### src/rtl/tv80_bus_bridge.sv
// Bridges the TV80 CPU bus strobes onto a single-outstanding request/ack fabric.
// Inserts CPU wait states while the fabric works and times out a missing ack.
module tv80_bus_bridge #(
  parameter int         TIMEOUT  = 255,
  parameter logic [7:0] ERR_DATA = 8'hFF
) (
  input  logic        clk,
  input  logic        reset_n,
  input  logic        mreq_n,
  input  logic        iorq_n,
  input  logic        rd_n,
  input  logic        wr_n,
  input  logic        m1_n,
  input  logic [15:0] A,
  input  logic [7:0]  cpu_dout,
  output logic [7:0]  cpu_di,
  output logic        wait_n,
  input  logic [7:0]  int_vec,
  output logic        req,
  output logic        req_we,
  output logic        req_io,
  output logic [15:0] req_addr,
  output logic [7:0]  req_wdata,
  input  logic        ack,
  input  logic [7:0]  rdata,
  output logic        err
);

  typedef enum logic [1:0] {IDLE, REQ, HOLD} state_t;

  localparam logic [7:0] TMAX = 8'(TIMEOUT - 1);

  state_t     state, state_d;
  logic [7:0] data_q;
  logic [7:0] timer;
  logic [7:0] cpu_di_c;
  logic       wait_c;
  logic       start, inta, tmo_hit, strobes_idle;

  // Refresh (mreq_n low with no rd/wr) must never become a fabric cycle.
  assign start = (m1_n  && (!mreq_n || !iorq_n) && (!rd_n || !wr_n)) ||
                 (!m1_n && !mreq_n && !rd_n);
  assign inta         = !m1_n && !iorq_n;
  assign tmo_hit      = (state == REQ) && (timer == TMAX);
  assign strobes_idle = rd_n && wr_n && mreq_n && iorq_n;

  always_comb begin
    state_d  = state;
    cpu_di_c = data_q;
    wait_c   = 1'b1;
    case (state)
      IDLE: begin
        if (inta) begin
          cpu_di_c = int_vec;
          state_d  = HOLD;
        end else if (start) begin
          wait_c  = 1'b0;
          state_d = REQ;
        end
      end
      REQ: begin
        if (ack) begin
          if (!req_we) cpu_di_c = rdata;
          state_d = HOLD;
        end else if (tmo_hit) begin
          cpu_di_c = ERR_DATA;
          state_d  = HOLD;
        end else begin
          wait_c = 1'b0;
        end
      end
      HOLD: begin
        if (strobes_idle) state_d = IDLE;
      end
      default: state_d = IDLE;
    endcase
  end

  // The CPU sees a quiet bus while reset is held, whatever the strobes do.
  assign cpu_di = reset_n ? cpu_di_c : 8'h00;
  assign wait_n = reset_n ? wait_c   : 1'b1;

  always_ff @(posedge clk or negedge reset_n) begin
    if (!reset_n) begin
      state     <= IDLE;
      req       <= 1'b0;
      req_we    <= 1'b0;
      req_io    <= 1'b0;
      req_addr  <= 16'h0000;
      req_wdata <= 8'h00;
      data_q    <= 8'h00;
      timer     <= 8'h00;
      err       <= 1'b0;
    end else begin
      state <= state_d;
      err   <= 1'b0;
      case (state)
        IDLE: begin
          if (inta) begin
            data_q <= int_vec;
          end else if (start) begin
            req_addr  <= A;
            req_we    <= !wr_n;
            req_io    <= !iorq_n;
            req_wdata <= cpu_dout;
            req       <= 1'b1;
            timer     <= 8'h00;
          end
        end
        REQ: begin
          if (ack) begin
            req <= 1'b0;
            if (!req_we) data_q <= rdata;
          end else if (tmo_hit) begin
            req    <= 1'b0;
            err    <= 1'b1;
            data_q <= ERR_DATA;
          end else begin
            timer <= timer + 8'd1;
          end
        end
        default: ;
      endcase
    end
  end

endmodule

### config.mk
export PLATFORM = sky130hd
export DESIGN_NAME = tv80_bus_bridge
export DESIGN_NICKNAME = d
export VERILOG_FILES = /design/src/rtl/tv80_bus_bridge.sv
export SDC_FILE = /design/constraint.sdc
export NUM_CORES = 1
export LEC_CHECK = 0
export BUFFER_PORTS_ARGS = -buffer_cell sky130_fd_sc_hd__buf_2
export CAP_MARGIN = 20
export CORE_MARGIN = 8
export CORE_UTILIZATION = 46
export CTS_BUF_LIST = sky130_fd_sc_hd__clkbuf_2 sky130_fd_sc_hd__clkbuf_4 sky130_fd_sc_hd__clkbuf_8
export DETAILED_ROUTE_END_ITERATION = 8
export GPL_TIMING_DRIVEN = 1
export PLACE_DENSITY = 0.89
export REMOVE_ABC_BUFFERS = 1
export SLEW_MARGIN = 40
export SYNTH_ARGS = -nofsm -noshare
export SYNTH_HDL_FRONTEND = slang
export SYNTH_SLANG_ARGS = --single-unit
### constraint.sdc
create_clock -name clk -period 1.7 [get_ports clk]
set_input_delay 0.34 -clock clk [delete_from_list [all_inputs] [get_ports clk]]
set_output_delay 0.34 -clock clk [all_outputs]
set_load 0.02 [all_outputs]
==> results.py <==
metrics = {
    "grt": {
        "grt_max_degree": 27,
        "grt_antenna_before_repair": 0,
        "grt.overflow.total": 0,
        "grt_pass1_wl_mm": 11.4,
        "grt_pass1_vias": 2321,
        "track_usage": 0.197,
    },
    "clock_network": {
        "clock_latency_ns": 0.30,
        "clock_sinks": 46,
        "cts_inserted_buffers": 5,
        "clkTransAtPathRegs_ns": 0.09,
        "cts_buffer_depth": 2,
        "htreeDepth": 2,
        "cts-root-buf": "clkbuf_8",
        "cts_tree": "done",
    },
    "worst_setup_path": {
        "endpoint_kind": "output port",
        "start_kind": "flip-flop",
        "slowest_stage": "dfrtp_1",
        "critPathKind": "flip-flop to output port",
        "crit_buf_inv": 3,
        "cp_cell_sequence": "inv_1 -> ha_2 -> nand3_4 -> buf_4 -> nor4_4 -> a211oi_2 -> o31ai_1 -> buf_4",
        "crit_top_cell": "buf_4",
        "r2r_start": "timer[0]$_DFFE_PN0P_",
        "crit_family": "buffers and inverters",
        "startpoint": "timer[0]$_DFFE_PN0P_",
        "crit_required_ns": 1.36,
        "cp_slowest_stage_delay_ns": 0.40,
        "cp_data_arrival_time_ns": 1.94,
        "crit_fanout": 5,
    },
    "timing": {
        "max_freq_mhz": 439,
        "setup_slack_ns": -0.577,
        "fin_worst_skew_ns": 0.00619,
        "timing.hold.ws_ns": -0.00370,
        "final_max_slew_viol_count": 0,
        "worst_pin_slew_ns": 0.414,
        "setup_viol": 33,
        "tns_ns": -5.81,
        "post-route-period-util": 1.34,
        "fin_crit_ns": 2.28,
        "relSlewSlack": 0.722,
        "rsz0062_at_grt": "true",
        "final_hold_viol_count": 13,
    },
    "detailed_routing": {
        "drc": 0,
        "wl_per_cell_um": 19.8,
        "totalWireLength_mm": 7.80,
        "first_pass_iters": 4,
        "initialDrtViolationCount": 62,
        "drtAntennaViolNets": 0,
        "viasPerCell": 5.55,
        "num_vias": 2186,
    },
    "power": {
        "p_sw_frac": 0.393,
        "p_per_area_nw_per_um2": 1510,
        "combPwrFrac": 0.549,
        "p_sw_w": 0.00216,
        "peakVddDrop_v": 0.00109,
        "clkPwrFrac": 0.119,
        "seqPwrFrac": 0.332,
        "p_int_w": 0.00334,
        "p_leak_nw": 1.76,
    },
    "synth": {
        "synth_top_cell_by_area": "dfrtp_1",
        "async_flop_share": 1.00,
        "syn-instance-count": 197,
        "synth_edf_count": 0,
        "synth_top_area_share": 0.516,
        "synthFlopType": "dfrtp_1",
        "synthTopCellsByArea": "dfrtp_1 52%, mux2_2 12%, o21ai_0 3.1%",
        "synth_cell_types": 43,
        "yosysWarnings": 0,
        "avgSynthCellArea_um2": 11.3,
        "synth_seq_cells": 46,
        "yosysSeqAreaShare": 0.516,
        "synth.cell_area_um2": 2230,
    },
    "cells_and_area": {
        "design_area_um2": 3640,
        "final_cells": 394,
        "nNetsFinal": 390,
        "drive_gt1_frac": 0.624,
        "antenna_cells": 0,
        "final_core_util": 0.775,
        "area_delta_synth_final_pct": 63.2,
    },
    "hold_path": {
        "hp-class": "primary input to async pin",
    },
    "flow_run": {
        "cap_violations": 0,
    },
    "placement": {
        "dpl-instance-area_um2": 3010,
        "pre_cts_ws_ns": -0.326,
        "io_buffer_count": 84,
        "place_inst": 368,
        "gp_congestion": 0.875,
        "hpwl_mm": 4.71,
    },
    "floorplanning": {
        "start_util": 0.475,
        "dieArea_um2": 7330,
        "die_w_um": 85.6,
        "io_pins": 85,
        "die_h_um": 85.6,
        "core-area_um2": 4690,
        "num_rows": 25,
    },
    "run_status": {
        "status": "complete, but fails checks",
        "violations": "negative hold slack, negative setup slack",
    },
}
==> worst paths after layout <==
kind | end | cells past startpoint | slack (ns)
min reg2reg | req$_DFFE_PN0P_ | 1 | 0.50
min in group clk | data_q[5]$_DFF_PN0_ | 3 | 0.25
min | timer[0]$_DFFE_PN0P_ | 2 | -0.004
max reg2reg | timer[5]$_DFFE_PN0P_ | 10 | -0.26
max | cpu_di[5] | 8 | -0.58
max in group asynchronous | req_addr[5]$_DFFE_PN0P_ | 2 | 1.36
==> repair_timing <==
action                                  4_1_cts  5_1_grt
hold endpoints to repair                     13        0
setup buffers                                12        7
endpoints found under the setup margin       38       41
pin swaps                                    24       16
resized for setup                            58       31
cloned                                        2        0
==> flip-flops by register name, summed over array words and instances (netlist names) <==
| name | count |
|---|---|
| timer | 8 |
| req_addr | 16 |
| req_we | 1 |
| err | 1 |
| state | 2 |
| data_q | 8 |
| req_io | 1 |
| req_wdata | 8 |
| req | 1 |
==> cells in the final DEF, fill, tap and decap left out, types with 3 or more instances in the layout <==
cell	Yosys	routed
dfrtp_1	46	45
nand2_2	0	4
a221o_1	3	3
nand3_1	11	9
inv_1	9	9
a31oi_1	4	3
o21ai_1	0	3
o31ai_1	3	3
buf_6	1	13
buf_4	2	51
clkbuf_8	0	5
nor2_1	9	7
buf_2	5	76
mux2_2	24	8
buf_12	0	4
and2_4	0	3
o21a_1	5	5
mux2_4	0	16
o21ai_0	14	9
nand2_1	13	8
==> stage by stage <==
step | power (W) | hold WS, ns
2_1_floorplan | 0.00312 | 0.0444
3_3_place_gp | 0.00402 | 0.311
3_5_place_dp | 0.00413 | 0.317
4_1_cts | 0.00530 | -0.00449
5_1_grt | 0.00577 | 0.000592
6_report | 0.00550 | -0.00370
==> cell usage after synthesis, drive strengths merged, types with 2 or more instances <==
cell,instances
dfrtp,46
mux2,24
o21ai,14
nand2,13
nand3,11
inv,9
nor2,9
buf,8
o21a,5
a31oi,4
a221o,3
a32o,3
and2,3
nand2b,3
nor4,3
o211ai,3
o31ai,3
o32ai,3
or3b,3
a21o,2
a21oi,2
ha,2
mux2i,2
o21bai,2
o22ai,2
xor2,2
==> cells by family (layout without fill, tap and decap cells) <==
group / Yosys count / count (layout) / synth area share
and+or+nand+nor: 54 / 54 / 0.136
AOI/OAI and AO/OA: 48 / 48 / 0.155
DFF: 46 / 46 / 0.516
muxes: 26 / 26 / 0.130
buffers and inverters: 18 / 161 / 0.0398
xor gates and xnor gates: 3 / 3 / 0.0118
adders and majority gates: 2 / 2 / 0.0112
==> layer usage <==
metal  global-route usage  up-vias  routed length (um)
li1                     -     1009                   -
met4               0.0494        0                 172
met2                0.359       86                4060
met5                    0        -                   0
met1                0.212     1077                3070
met3               0.0669       14                 495
==> power by group through the flow <==
stage | Combinational, W | Clock [W] | Sequential [W]
floorplan | 0.000904 | 0 | 0.00222
global placement | 0.00226 | 0 | 0.00176
detailed placement | 0.00233 | 0 | 0.00180
CTS | 0.00284 | 0.000662 | 0.00180
global route | 0.00320 | 0.000707 | 0.00187
finish | 0.00302 | 0.000656 | 0.00182
==> final cells by class <==
cell class	instances	area [um2]
multi-input combinational	133	1280
sequential	46	1150
fill	302	1050
timing repair buffer	145	1020
clock buffer	5	68.8
tap	54	67.6
inverter	9	33.8
clock inverter	2	15.0
No activity file was read; power rests on OpenSTA's default activity.
